[config.mk]
export PLATFORM = sky130hd
export DESIGN_NAME = alarm_ctrl
export DESIGN_NICKNAME = d
export VERILOG_FILES = /design/src/rtl/alarm_ctrl.sv
export SDC_FILE = /design/constraint.sdc
export NUM_CORES = 1
export LEC_CHECK = 0
export BUFFER_PORTS_ARGS = -buffer_cell sky130_fd_sc_hd__buf_2
export CAP_MARGIN = 20
export CORE_UTILIZATION = 40
export DETAILED_ROUTE_END_ITERATION = 10
export PLACE_DENSITY = 0.59
export SLEW_MARGIN = 20
export SYNTH_ARGS = -nofsm -noshare
export SYNTH_HDL_FRONTEND = slang
export SYNTH_SLANG_ARGS = --single-unit
[constraint.sdc]
create_clock -name clk50mhz -period 2.9 [get_ports clk50mhz]
set_input_delay 0.435 -clock clk50mhz [delete_from_list [all_inputs] [get_ports clk50mhz]]
set_output_delay 0.435 -clock clk50mhz [all_outputs]
set_load 0.01 [all_outputs]
[src/rtl/alarm_ctrl.sv]
// alarm_ctrl: alarm and hourly-chime sequencer for the digital clock.
// Compares the running time with the stored alarm time and with the top of
// each hour. Runs a ring / snooze / chime state machine paced by the 1 Hz
// tick, and issues one-cycle beep requests to the buzzer stage.
//
// Ports:
//   clk50mhz    system clock, rising edge
//   rst         synchronous active-high reset
//   sec_tick    one-cycle pulse once per second
//   hour/min/sec        current time (binary)
//   al_hour/al_min      stored alarm time
//   alarm_on, chime_on  enable levels
//   stop_key, snooze_key  debounced one-cycle key presses
//   beepen      one-cycle beep request
//   ringing     high while ringing
//   snoozing    high while snoozing
//   snooze_left snoozes remaining in the current alarm episode
module alarm_ctrl #(
  parameter int unsigned RING_SEC   = 60,
  parameter int unsigned SNOOZE_SEC = 300,
  parameter int unsigned MAX_SNOOZE = 3
) (
  input  logic       clk50mhz,
  input  logic       rst,
  input  logic       sec_tick,
  input  logic [4:0] hour,
  input  logic [5:0] min,
  input  logic [5:0] sec,
  input  logic [4:0] al_hour,
  input  logic [5:0] al_min,
  input  logic       alarm_on,
  input  logic       chime_on,
  input  logic       stop_key,
  input  logic       snooze_key,
  output logic       beepen,
  output logic       ringing,
  output logic       snoozing,
  output logic [2:0] snooze_left
);

  typedef enum logic [1:0] {IDLE, RING, SNOOZE, CHIME} state_t;

  state_t     state_q, state_d;
  logic [7:0] ring_cnt, ring_d;
  logic [9:0] snz_cnt, snz_d;
  logic [3:0] chime_cnt, chime_d;
  logic [2:0] left_d;
  logic       beep_d;
  logic       al_d, hr_d;
  logic       al_match, hr_match, al_trig, ch_trig;
  logic [3:0] h12, chime_n;

  always_comb begin
    al_match = (hour == al_hour) && (min == al_min) && (sec == 6'd0);
    hr_match = (min == 6'd0) && (sec == 6'd0);
    // Rising-edge detection so a held match point fires only once.
    al_trig  = al_match && !al_d && alarm_on;
    ch_trig  = hr_match && !hr_d && chime_on;
    h12      = 4'((hour >= 5'd12) ? hour - 5'd12 : hour);
    chime_n  = (h12 == 4'd0) ? 4'd12 : h12;
  end

  // Within a state, branches are ordered by priority:
  // alarm_on drop > stop_key > snooze_key > sec_tick.
  always_comb begin
    state_d = state_q;
    ring_d  = ring_cnt;
    snz_d   = snz_cnt;
    chime_d = chime_cnt;
    left_d  = snooze_left;
    beep_d  = 1'b0;
    case (state_q)
      IDLE: begin
        if (al_trig) begin
          state_d = RING;
          ring_d  = '0;
          left_d  = 3'(MAX_SNOOZE);
        end else if (ch_trig) begin
          state_d = CHIME;
          chime_d = chime_n;
        end
      end
      RING: begin
        if (!alarm_on || stop_key) begin
          state_d = IDLE;
        end else if (snooze_key) begin
          if (snooze_left != 3'd0) begin
            state_d = SNOOZE;
            snz_d   = 10'(SNOOZE_SEC);
            left_d  = snooze_left - 3'd1;
          end else begin
            state_d = IDLE;
          end
        end else if (sec_tick) begin
          beep_d = 1'b1;
          ring_d = ring_cnt + 8'd1;
          if (ring_cnt == 8'(RING_SEC - 1)) state_d = IDLE;
        end
      end
      SNOOZE: begin
        if (!alarm_on || stop_key) begin
          state_d = IDLE;
        end else if (sec_tick && !snooze_key) begin
          snz_d = snz_cnt - 10'd1;
          if (snz_cnt == 10'd1) begin
            state_d = RING;
            ring_d  = '0;
          end
        end
      end
      CHIME: begin
        if (al_trig) begin
          state_d = RING;
          ring_d  = '0;
          left_d  = 3'(MAX_SNOOZE);
        end else if (stop_key) begin
          state_d = IDLE;
        end else if (sec_tick && !snooze_key) begin
          beep_d  = 1'b1;
          chime_d = chime_cnt - 4'd1;
          if (chime_cnt == 4'd1) state_d = IDLE;
        end
      end
      default: state_d = IDLE;
    endcase
  end

  always_ff @(posedge clk50mhz) begin
    if (rst) begin
      state_q     <= IDLE;
      ring_cnt    <= '0;
      snz_cnt     <= '0;
      chime_cnt   <= '0;
      snooze_left <= '0;
      beepen      <= 1'b0;
      ringing     <= 1'b0;
      snoozing    <= 1'b0;
      al_d        <= 1'b1;
      hr_d        <= 1'b1;
    end else begin
      state_q     <= state_d;
      ring_cnt    <= ring_d;
      snz_cnt     <= snz_d;
      chime_cnt   <= chime_d;
      snooze_left <= left_d;
      beepen      <= beep_d;
      ringing     <= (state_d == RING);
      snoozing    <= (state_d == SNOOZE);
      al_d        <= al_match;
      hr_d        <= hr_match;
    end
  end

endmodule

==> flow_results.xml <==
<?xml version="1.0" encoding="UTF-8"?>
<metrics>
  <group name="run_status">
    <metric name="status" unit="">finished clean</metric>
  </group>
  <group name="placed_design">
    <metric name="worst_case_setup_slack_after_placement" unit="ps">499.3</metric>
    <metric name="place_hpwl" unit="mm">3.670</metric>
    <metric name="finalWeightedCongestion" unit="">0.7698</metric>
    <metric name="portBuffers" unit="">40</metric>
  </group>
  <group name="floorplan">
    <metric name="design.core.area" unit="µm²">5075</metric>
    <metric name="fp.dieArea" unit="µm²">5546</metric>
    <metric name="die_h" unit="µm">74.47</metric>
    <metric name="number_of_i_o_pins" unit="">41</metric>
    <metric name="floorplan.die.width" unit="µm">74.47</metric>
    <metric name="rows" unit="">26</metric>
    <metric name="starting_density" unit="">0.4140</metric>
  </group>
  <group name="worst_setup_path">
    <metric name="cp_top_family" unit="">simple AND/OR/NAND/NOR gates</metric>
    <metric name="critical_path.reg2reg.startpoint" unit="">snz_cnt[1]</metric>
    <metric name="cp.buffers_inverters" unit="">1</metric>
    <metric name="timing.critical_path.required" unit="ps">3120</metric>
    <metric name="worst-path-max-fanout" unit="">8</metric>
    <metric name="crit_path_top_delay_cell" unit="">or4_1</metric>
    <metric name="critPathMaxStageDelay" unit="ps">520</metric>
    <metric name="worstSetupEndpointType" unit="">flip-flop</metric>
    <metric name="critical_path_source" unit="">snz_cnt[1]</metric>
    <metric name="wp_data_arrival" unit="ps">2500</metric>
    <metric name="criticalPathCategory" unit="">reg -&gt; reg</metric>
    <metric name="sequence_of_cells_on_the_critical_path" unit="">inv_1 -&gt; ha_1 -&gt; or4b_1 -&gt; o41ai_4 -&gt; o211ai_4 -&gt; or4_1 -&gt; a21oi_1</metric>
    <metric name="startpoint_type" unit="">flip-flop</metric>
  </group>
  <group name="cts">
    <metric name="clk_pin_slew" unit="ps">70</metric>
    <metric name="number_of_buffers_created_by_cts" unit="">5</metric>
    <metric name="holdBufCountCts" unit="">0</metric>
    <metric name="post_cts_buffers" unit="">0</metric>
    <metric name="tritoncts" unit="">done</metric>
    <metric name="clock_tree.htree_level_count" unit="">2</metric>
    <metric name="cts.sinks" unit="">32</metric>
    <metric name="max-clock-path-buffers" unit="">2</metric>
    <metric name="post_cts_resize_count" unit="">0</metric>
    <metric name="clock_tree.root_cell" unit="">clkbuf_8</metric>
    <metric name="worstSkewPairLatency" unit="ps">280</metric>
  </group>
  <group name="timing">
    <metric name="final_number_of_hold_violating_endpoints" unit="">0</metric>
    <metric name="fin_ws" unit="ps">616.2</metric>
    <metric name="fin_crit" unit="ps">2284</metric>
    <metric name="setup_viol" unit="">0</metric>
    <metric name="worst_slew_margin_rel" unit="">0.6570</metric>
    <metric name="maxClockFrequency" unit="GHz">0.4379</metric>
    <metric name="grt_setup_unrepaired" unit="">false</metric>
    <metric name="slew_of_the_pin_with_the_lowest_slew_margin" unit="ps">511.1</metric>
    <metric name="setup_tns" unit="ps">0</metric>
    <metric name="maxSlewViolCount" unit="">0</metric>
    <metric name="fin_skew" unit="ps">5.621</metric>
    <metric name="finalCritPeriodShare" unit="">0.7875</metric>
  </group>
  <group name="hold_path">
    <metric name="holdCritPathClass" unit="">in -&gt; reg</metric>
    <metric name="worst_hold_startpoint" unit="">min[5]</metric>
  </group>
  <group name="drt">
    <metric name="route.antenna.remaining_nets" unit="">0</metric>
    <metric name="routed-via-count" unit="">1983</metric>
    <metric name="dr_wl_cell" unit="µm">13.25</metric>
    <metric name="routed_via_density" unit="">5.433</metric>
    <metric name="postRouteWirelength" unit="mm">4.835</metric>
    <metric name="drc" unit="">0</metric>
    <metric name="drt_first_pass_iters" unit="">4</metric>
    <metric name="dr.first_iter.drc_count" unit="">62</metric>
  </group>
  <group name="synthesis">
    <metric name="synth-seq-area-share" unit="">0.3049</metric>
    <metric name="post_synth_top_flop" unit="">dfxtp_1</metric>
    <metric name="netlist_area" unit="µm²">2101</metric>
    <metric name="post_synth_inst_count" unit="">248</metric>
    <metric name="syn-num-nets" unit="">295</metric>
    <metric name="synth_warnings" unit="">0</metric>
    <metric name="asyncSetResetFlopFracSynth" unit="">0</metric>
    <metric name="synth_cell_types" unit="">56</metric>
    <metric name="synth_enable_flop_cells" unit="">0</metric>
    <metric name="yosys_register_bits" unit="">32</metric>
    <metric name="synth.avg_cell_area" unit="µm²">8.471</metric>
  </group>
  <group name="power">
    <metric name="power.density_cell_area" unit="nW/µm²">352.2</metric>
    <metric name="design_power_total" unit="µW">876.9</metric>
    <metric name="leakagePower" unit="nW">0.9100</metric>
    <metric name="peakVddDrop" unit="mV">0.1955</metric>
  </group>
  <group name="global_routing">
    <metric name="grt_overflow" unit="">0</metric>
    <metric name="grt_pass1_wl" unit="mm">8.155</metric>
    <metric name="grt_max_degree" unit="">26</metric>
    <metric name="grt_antenna_before_repair" unit="">0</metric>
    <metric name="first_global_vias" unit="">1829</metric>
    <metric name="track_usage" unit="">0.1894</metric>
  </group>
  <group name="cells_and_area">
    <metric name="final_layout_size_suffix_gt1_frac" unit="">0.2305</metric>
    <metric name="post_route_core_utilization" unit="">0.4906</metric>
    <metric name="final_common_cell" unit="">buf_2</metric>
    <metric name="layout_common_cells" unit="">buf_2 (40), dfxtp_1 (32), nor2_1 (20)</metric>
    <metric name="n_antenna_cell" unit="">0</metric>
    <metric name="area_growth" unit="%">18.52</metric>
    <metric name="final_net_count" unit="">341</metric>
  </group>
  <group name="job">
    <metric name="cap_violations" unit="">0</metric>
  </group>
</metrics>
-- metal layers --
metal,up-vias,part of all wire,track usage
li1,1026,-,-
met1,904,0.52,0.2552
met2,45,0.43,0.3013
met3,8,0.037,0.03930
met4,0,0.014,0.06289
met5,-,0,0
-- tightest hold or removal path: stages --
cell     delay (ps)
buf_2           100
nor2_1           40
nand2_1          50
o21ai_0          60
-- synthesized netlist by cell type (2+ instances only) --
master     instances  area (µm²)
a21o_1             2       15.01
nor2b_1            5       31.28
nor3_1             5       25.02
a21oi_1           19       95.09
xor2_1             6       52.55
or4_1              3       22.52
ha_1              12       150.1
nor2_1            20       75.07
a31oi_1            2       12.51
o41ai_1            3       26.28
xnor2_1           11       96.34
o21a_1             2       15.01
nand3b_1           2       15.01
a21boi_0           2       15.01
or4b_1             2       20.02
clkbuf_1           5       18.77
nand3_1            4       20.02
nand4b_1           2       17.52
inv_1             11       41.29
dfxtp_1           32       640.6
nand4_1           12       75.07
mux2_2             2       22.52
o211ai_1           2       15.01
nor4_1             5       31.28
and2_1             3       18.77
a2111oi_0          2       17.52
o21ai_0           15       75.07
o31ai_1            4       30.03
nand4bb_1          2       22.52
nand2b_1           4       25.02
a31o_2             3       26.28
or3_2              2       15.01
nand2_1           17       63.81
or2_2              3       18.77
-- logic make-up after synthesis --
kind of cell / share of synthesized area
compound gates: 0.2192
xor+xnor: 0.07087
fa+ha+maj: 0.07147
buf+inv: 0.02859
flops: 0.3049
mux: 0.01548
simple gates: 0.2895
-- flip-flops by register name, summed over array words and instances, names as in the netlist, 2 cells and up --
register / count
snooze_left: 3
ring_cnt: 8
chime_cnt: 4
snz_cnt: 10
state_q: 2
-- where the power goes --
group          total [mW]  switching, mW  internal (mW)
Sequential          0.441       0.000445          0.441
Clock               0.352          0.158          0.193
Combinational      0.0838         0.0451         0.0387
Total               0.877          0.204          0.673
-- path summary, 6_finish.rpt --
check,endpoint,slack (ps),depth (start not counted)
hold reg to reg,chime_cnt[1],490,2
setup / recovery,ring_cnt[7],620,7
hold / removal,hr_d,470,4
setup reg to reg,ring_cnt[7],620,7
-- metrics by stage --
step,instance area [µm²],std cells,hold WS [ps]
after global routing,2490,365,488.8
after floorplan,2101,248,457.8
after global placement,2400,357,475.0
after CTS,2490,365,463.8
after detailed placement,2400,357,480.3
final,2490,365,465.2
-- cell type report --
cell class | count | area [µm²]
clock buffer | 8 | 90.09
fill | 532 | 2585
inverter | 11 | 41.29
multi-input combinational | 200 | 1400
sequential | 32 | 640.6
tap | 70 | 87.58
timing repair buffer | 44 | 230.2
Power figures use the tool's default switching activity.
